===== src/rtl/hazard_ctrl.sv =====
// Hazard/stall controller for the 5-stage RV32I pipeline: forwarding, load-use,
// memory-wait FSM with watchdog, redirect qualification. Optional perf counters: HAZARD_PERF_EN.
module hazard_ctrl #(
  parameter int unsigned MEM_TIMEOUT = 16,
  parameter int unsigned CNT_W       = 5
) (
  input  logic       clk,
  input  logic       rst,
  input  logic [4:0] rs1D,
  input  logic [4:0] rs2D,
  input  logic [4:0] rs1E,
  input  logic [4:0] rs2E,
  input  logic [4:0] rdE,
  input  logic [4:0] rdM,
  input  logic [4:0] rdW,
  input  logic       regwriteE,
  input  logic       regwriteM,
  input  logic       regwriteW,
  input  logic [1:0] wbselE,
  input  logic       pcselE,
  input  logic       memreqM,
  input  logic       mem_readyM,
  output logic [1:0] forwardAE,
  output logic [1:0] forwardBE,
  output logic       stallF,
  output logic       stallD,
  output logic       stallE,
  output logic       stallM,
  output logic       flushD,
  output logic       flushE,
  output logic       flushW,
  output logic       pc_redirect,
  output logic       mem_timeout,
  output logic       busy
`ifdef HAZARD_PERF_EN
  ,
  output logic [31:0] perf_stall_cnt,
  output logic [31:0] perf_flush_cnt,
  output logic [15:0] perf_timeout_cnt
`endif
);

  typedef enum logic {RUN, MEMWAIT} state_t;

  state_t           state, stateNext;
  logic [CNT_W-1:0] waitCnt, waitCntNext;
  logic             memStall, stallMem, timeoutHit, loadUse, loadUseEff;

  assign memStall = memreqM && !mem_readyM;

  // A dropped memreqM while waiting counts as completion, so !memStall covers both exits.
  always_comb begin
    stateNext   = state;
    waitCntNext = waitCnt;
    stallMem    = 1'b0;
    timeoutHit  = 1'b0;
    case (state)
      RUN: begin
        if (memStall) begin
          stallMem    = 1'b1;
          stateNext   = MEMWAIT;
          waitCntNext = CNT_W'(1);
        end
      end
      MEMWAIT: begin
        if (!memStall) begin
          stateNext   = RUN;
          waitCntNext = '0;
        end else if (waitCnt == CNT_W'(MEM_TIMEOUT - 1)) begin
          timeoutHit  = 1'b1;
          stateNext   = RUN;
          waitCntNext = '0;
        end else begin
          stallMem    = 1'b1;
          waitCntNext = waitCnt + CNT_W'(1);
        end
      end
      default: begin
        stateNext   = RUN;
        waitCntNext = '0;
      end
    endcase
  end

  always_ff @(posedge clk) begin
    if (rst) begin
      state   <= RUN;
      waitCnt <= '0;
    end else begin
      state   <= stateNext;
      waitCnt <= waitCntNext;
    end
  end

  always_comb begin
    forwardAE = 2'b00;
    forwardBE = 2'b00;
    if (regwriteM && rdM != 5'd0 && rdM == rs1E)      forwardAE = 2'b10;
    else if (regwriteW && rdW != 5'd0 && rdW == rs1E) forwardAE = 2'b01;
    if (regwriteM && rdM != 5'd0 && rdM == rs2E)      forwardBE = 2'b10;
    else if (regwriteW && rdW != 5'd0 && rdW == rs2E) forwardBE = 2'b01;
  end

  // Load-use is also evaluated on the release cycle, where the pipeline advances again.
  assign loadUse     = regwriteE && wbselE == 2'b00 && rdE != 5'd0 &&
                       (rdE == rs1D || rdE == rs2D);
  assign pc_redirect = pcselE && !stallMem;
  assign loadUseEff  = loadUse && !stallMem && !pc_redirect;

  assign stallF      = stallMem || loadUseEff;
  assign stallD      = stallMem || loadUseEff;
  assign stallE      = stallMem;
  assign stallM      = stallMem;
  assign flushD      = pc_redirect;
  assign flushE      = pc_redirect || loadUseEff;
  assign mem_timeout = timeoutHit && !rst;
  assign flushW      = stallMem || mem_timeout;
  assign busy        = (state == MEMWAIT);

`ifdef HAZARD_PERF_EN
  always_ff @(posedge clk) begin
    if (rst) begin
      perf_stall_cnt   <= '0;
      perf_flush_cnt   <= '0;
      perf_timeout_cnt <= '0;
    end else begin
      if (stallF && perf_stall_cnt != '1)        perf_stall_cnt   <= perf_stall_cnt + 32'd1;
      if (pc_redirect && perf_flush_cnt != '1)   perf_flush_cnt   <= perf_flush_cnt + 32'd1;
      if (mem_timeout && perf_timeout_cnt != '1) perf_timeout_cnt <= perf_timeout_cnt + 16'd1;
    end
  end
`endif

endmodule


===== config.mk =====
export PLATFORM = sky130hd
export DESIGN_NAME = hazard_ctrl
export DESIGN_NICKNAME = d
export VERILOG_FILES = /design/src/rtl/hazard_ctrl.sv
export SDC_FILE = /design/constraint.sdc
export NUM_CORES = 1
export LEC_CHECK = 0
export ABC_CLOCK_PERIOD_IN_PS = 2700
export CAP_MARGIN = 20
export CORE_UTILIZATION = 51
export CTS_BUF_LIST = sky130_fd_sc_hd__clkbuf_8 sky130_fd_sc_hd__clkbuf_16
export DETAILED_ROUTE_END_ITERATION = 10
export DONT_BUFFER_PORTS = 1
export HOLD_SLACK_MARGIN = 0.1
export PLACE_DENSITY = 0.64
export SLEW_MARGIN = 20
export SYNTH_ARGS = -nofsm -noshare
export SYNTH_HDL_FRONTEND = slang
export SYNTH_SLANG_ARGS = --single-unit

===== constraint.sdc =====
create_clock -name clk -period 2.7 [get_ports clk]
set_input_delay 0.54 -clock clk [delete_from_list [all_inputs] [get_ports clk]]
set_output_delay 0.54 -clock clk [all_outputs]
set_load 0.01 [all_outputs]

==> results summary, run 1 <==
The final cycle utilization of the critical path came out at 0.883. The initial standard-cell utilization of the core is 0.560. The die width is 40.0 µm.

The signed area change from the synthesized netlist to the final layout came out at 5.59%. The upper clock frequency limit is 0.419 GHz. The number of levels in the clock H-tree is 1. In the synthesized netlist the async set-or-reset flop fraction comes to 0. The weighted congestion reported at the end of routability-driven placement is 0.786. The sequential element share of the synthesized area came out at 0.163. The count of cells along the worst hold path is 1. The number of nets in the synthesized netlist came out at 139. The number of distinct library cells after synthesis is 30. The data required time at the worst endpoint came out at 2.16 ns. The biggest area consumer among synthesized cells is sky130_fd_sc_hd__xor2_1. Across the VDD grid, the largest voltage drop is 166 µV.

Across every metal layer, demand over resource in global routing totals 0.203. Data on the critical path arrives at its endpoint at 1.84 ns. The number of nets at the end of the flow came out at 141.

The number of fill cells in the layout came out at 129. The remaining global-route overflow came out at 0. TritonCTS built the clock tree. The final worst hold slack is 0.386 ns. In this run the worst path has a maximum fanout of 5.

The worst setup path category is reg -> out. The gate count of the mapped netlist is 93. The flow ran to the end, and the final reports show no timing, DRC or antenna violations.

Entering global routing, the biggest net connects 9 pins. The portion of synthesized cell area occupied by the leading cell type came out at 0.285. The number of buffers inserted by hold repair at cts came out at 0.

The via count came out at 657. The number of DRC violations after detailed routing is 0. Before antenna repair, the detailed router went through 2 iterations.

STA classifies the critical path endpoint as an output port. The slew at the pin with the worst max-slew slack is 0.733 ns. The number of endpoints with negative hold slack in the final report is 0. The register-to-register setup slack is 1.29 ns. In this run the tightest slew margin relative to its limit is 0.507. The final sum of negative setup slack is 0 ns.

The post-route minimum period is 2.38 ns. The endpoint identified for the worst register-to-register timing path is waitCnt[2]. Max-cap violations in this run came to 0. The buffer count from post-CTS setup fixing came out at 0.

The path class of the tightest hold or removal check is in -> reg. The synthesis-stage register bit count came out at 6. The initial antenna violation count was 0. The remaining antenna violation count is 0. In the final routed layout, each cell accounts on average for 13.7 µm.

The cell row count is 13. After legalization and detailed placement, the total HPWL measured 1.30 mm. The y dimension of the die is 40.0 µm.

The static power due to leakage is 0.000292 µW. Setup repair after global routing left no endpoint under its margin. The number of buffers created by CTS came out at 3.

The leading register cell type out of synthesis is sky130_fd_sc_hd__dfxtp_1. The number of placed I/O pins came out at 59. The die outline area is 0.00160 mm². The longest clock path from root to sink contains 2 buffers.

The max-slew violation count came out at 0. The mean area per synthesized cell is 7.94 µm². The wire length of the first global-routing pass is 2.22 mm. The core region area came out at 0.00132 mm². The number of gates given a new drive strength after cts is 0. Clock tree synthesis selected as its root buffer the cell sky130_fd_sc_hd__clkbuf_8.

Wires add up to 1.48 mm. After synthesis, the cell types taking the most area are sky130_fd_sc_hd__xor2_1 28%, sky130_fd_sc_hd__dfxtp_1 16%, sky130_fd_sc_hd__xnor2_1 7.1%, sky130_fd_sc_hd__nor2_1 5.1%, sky130_fd_sc_hd__or4_1 5.1%. The worst-case clock skew came out at 0.000213 ns. The hold path startpoint is rst.

The count of cells along the worst register-to-register path is 3. In the routed layout, each cell is associated on average with a via count of 6.08. At the later pin of the worst-skew pair, clock insertion delay measures 0.22 ns. The via count of the first global-routing pass is 640. The share of cells above drive strength 1 is 0.0860.

The number of buffers added on ports is 0. The cell area that synthesis handed to floorplanning was 738 µm². The startpoint of the worst-slack reg-to-reg timing path is busy. The number of antenna diodes in the final layout is 0. The violation count after the first detailed-routing iteration came out at 7. After clock tree synthesis, the clock-pin slew on the worst setup and hold paths is 0.03 ns.

The cell area power density came out at 369 mW/mm². STA classifies the critical path startpoint as a flop. Counting flops with a built-in enable in the synthesized netlist gives 0. The count of final setup violators is 0. The number of warnings printed during yosys synthesis is 0. The path with the worst hold slack has its endpoint at waitCnt[2]. The clock sink total is 6.
[registers in the layout (all words and copies together) (netlist names)]
register / count
busy: 1
waitCnt: 5
[metal layers]
layer	GRT usage	wire length (µm)	up-vias
met1	0.237	606	290
met2	0.347	729	35
met4	0.0517	10	0
met3	0.0722	130	2
met5	0	0	-
li1	-	-	330
[cells in the mapped netlist, types with 2 or more instances]
master and count:
sky130_fd_sc_hd__a21oi_1 3, sky130_fd_sc_hd__a22oi_1 2, sky130_fd_sc_hd__a31oi_1 2, sky130_fd_sc_hd__buf_4 3
sky130_fd_sc_hd__dfxtp_1 6, sky130_fd_sc_hd__inv_1 2, sky130_fd_sc_hd__nand3_1 4, sky130_fd_sc_hd__nor2_1 10
sky130_fd_sc_hd__nor3_1 4, sky130_fd_sc_hd__nor3b_1 2, sky130_fd_sc_hd__nor4_1 2, sky130_fd_sc_hd__nor4_2 2
sky130_fd_sc_hd__o31ai_1 2, sky130_fd_sc_hd__or4_1 5, sky130_fd_sc_hd__xnor2_1 6, sky130_fd_sc_hd__xor2_1 24
[cells by family after synthesis]
kind of cell / synth area share
fa+ha+maj: 0.0169
compound gates: 0.134
xor+xnor: 0.356
simple gates: 0.285
flops: 0.163
buf+inv: 0.0458
[worst max-delay path, cell delays in order (launching register included)]
cell and delay (ns):
sky130_fd_sc_hd__dfxtp_1 0.37, sky130_fd_sc_hd__ha_1 0.22, sky130_fd_sc_hd__and4b_1 0.29, sky130_fd_sc_hd__a21o_1 0.19, sky130_fd_sc_hd__inv_1 0.13, sky130_fd_sc_hd__o31ai_1 0.42
[metrics by stage]
step | total power (µW) | setup WS (ns) | util | instances | area (µm²)
2_1_floorplan | 154 | 0.476 | - | 93 | 738
3_3_place_gp | 158 | 0.428 | 0.560 | 105 | 738
3_5_place_dp | 158 | 0.397 | 0.560 | 105 | 738
4_1_cts | 293 | 0.303 | 0.592 | 108 | 779
5_1_grt | 303 | 0.189 | 0.592 | 108 | 779
6_report | 288 | 0.316 | 0.592 | 108 | 779
[cell type report]
cell class / count / area (µm²) / area share
Multi-Input combinational cell: 81 / 584 / 0.750
Sequential cell: 6 / 120 / 0.154
Timing Repair Buffer: 1 / 7.51 / 0.00963
Inverter: 2 / 7.51 / 0.00963
Tap cell: 15 / 18.8 / 0.0241
Clock buffer: 3 / 41.3 / 0.0530
[power breakdown]
part | internal [µW] | switching [µW] | total (µW)
clock network | 95.6 | 36.3 | 132
logic | 32.9 | 29.6 | 62.5
registers | 90.9 | 2.36 | 93.3
[worst max-delay path by stage]
stage,from,slack (ns),cells after the start,endpoint
after global placement,rdM[4],0.43,4,forwardAE[0]
after detailed placement,rdM[4],0.40,4,forwardAE[0]
after CTS,waitCnt[0],0.30,5,flushE
final,waitCnt[0],0.32,5,flushE
after floorplan,rdM[4],0.48,4,forwardAE[0]
after global routing,waitCnt[0],0.19,5,flushE
[cells in the final DEF (no fill, tap or decap)]
master,instances
sky130_fd_sc_hd__nand3_1,4
sky130_fd_sc_hd__clkbuf_8,3
sky130_fd_sc_hd__buf_4,1
sky130_fd_sc_hd__o31ai_1,2
sky130_fd_sc_hd__nand3b_1,1
sky130_fd_sc_hd__o21ai_0,1
sky130_fd_sc_hd__nand2_1,1
sky130_fd_sc_hd__o211ai_1,1
sky130_fd_sc_hd__a21o_1,1
sky130_fd_sc_hd__nor4_1,2
sky130_fd_sc_hd__dfxtp_1,6
sky130_fd_sc_hd__nand2b_1,1
sky130_fd_sc_hd__ha_1,1
sky130_fd_sc_hd__xor2_1,24
sky130_fd_sc_hd__and4b_1,1
sky130_fd_sc_hd__or4_1,5
sky130_fd_sc_hd__o21ai_1,1
sky130_fd_sc_hd__a22oi_1,2
sky130_fd_sc_hd__o21a_1,1
sky130_fd_sc_hd__nor3_1,4
sky130_fd_sc_hd__nor4_2,2
sky130_fd_sc_hd__nor2_1,10
sky130_fd_sc_hd__or3b_2,1
sky130_fd_sc_hd__xnor2_1,6
sky130_fd_sc_hd__nor3b_1,2
sky130_fd_sc_hd__inv_1,2
sky130_fd_sc_hd__a21oi_1,3
sky130_fd_sc_hd__a31oi_1,2
sky130_fd_sc_hd__nor2b_1,1
sky130_fd_sc_hd__o21ai_2,1
No activity file was read; power rests on OpenSTA's default activity.
==> run 2, diff against run 1 <==
--- a/config.mk
+++ b/config.mk
@@ -5,6 +5,7 @@
 export SDC_FILE = /design/constraint.sdc
 export NUM_CORES = 1
 export LEC_CHECK = 0
+export ABC_AREA = 0
 export ABC_CLOCK_PERIOD_IN_PS = 2700
 export CAP_MARGIN = 20
 export CORE_UTILIZATION = 51
==> results of run 2 <==
Same layout as run 1: the final DEF is identical, and so are final timing and power.
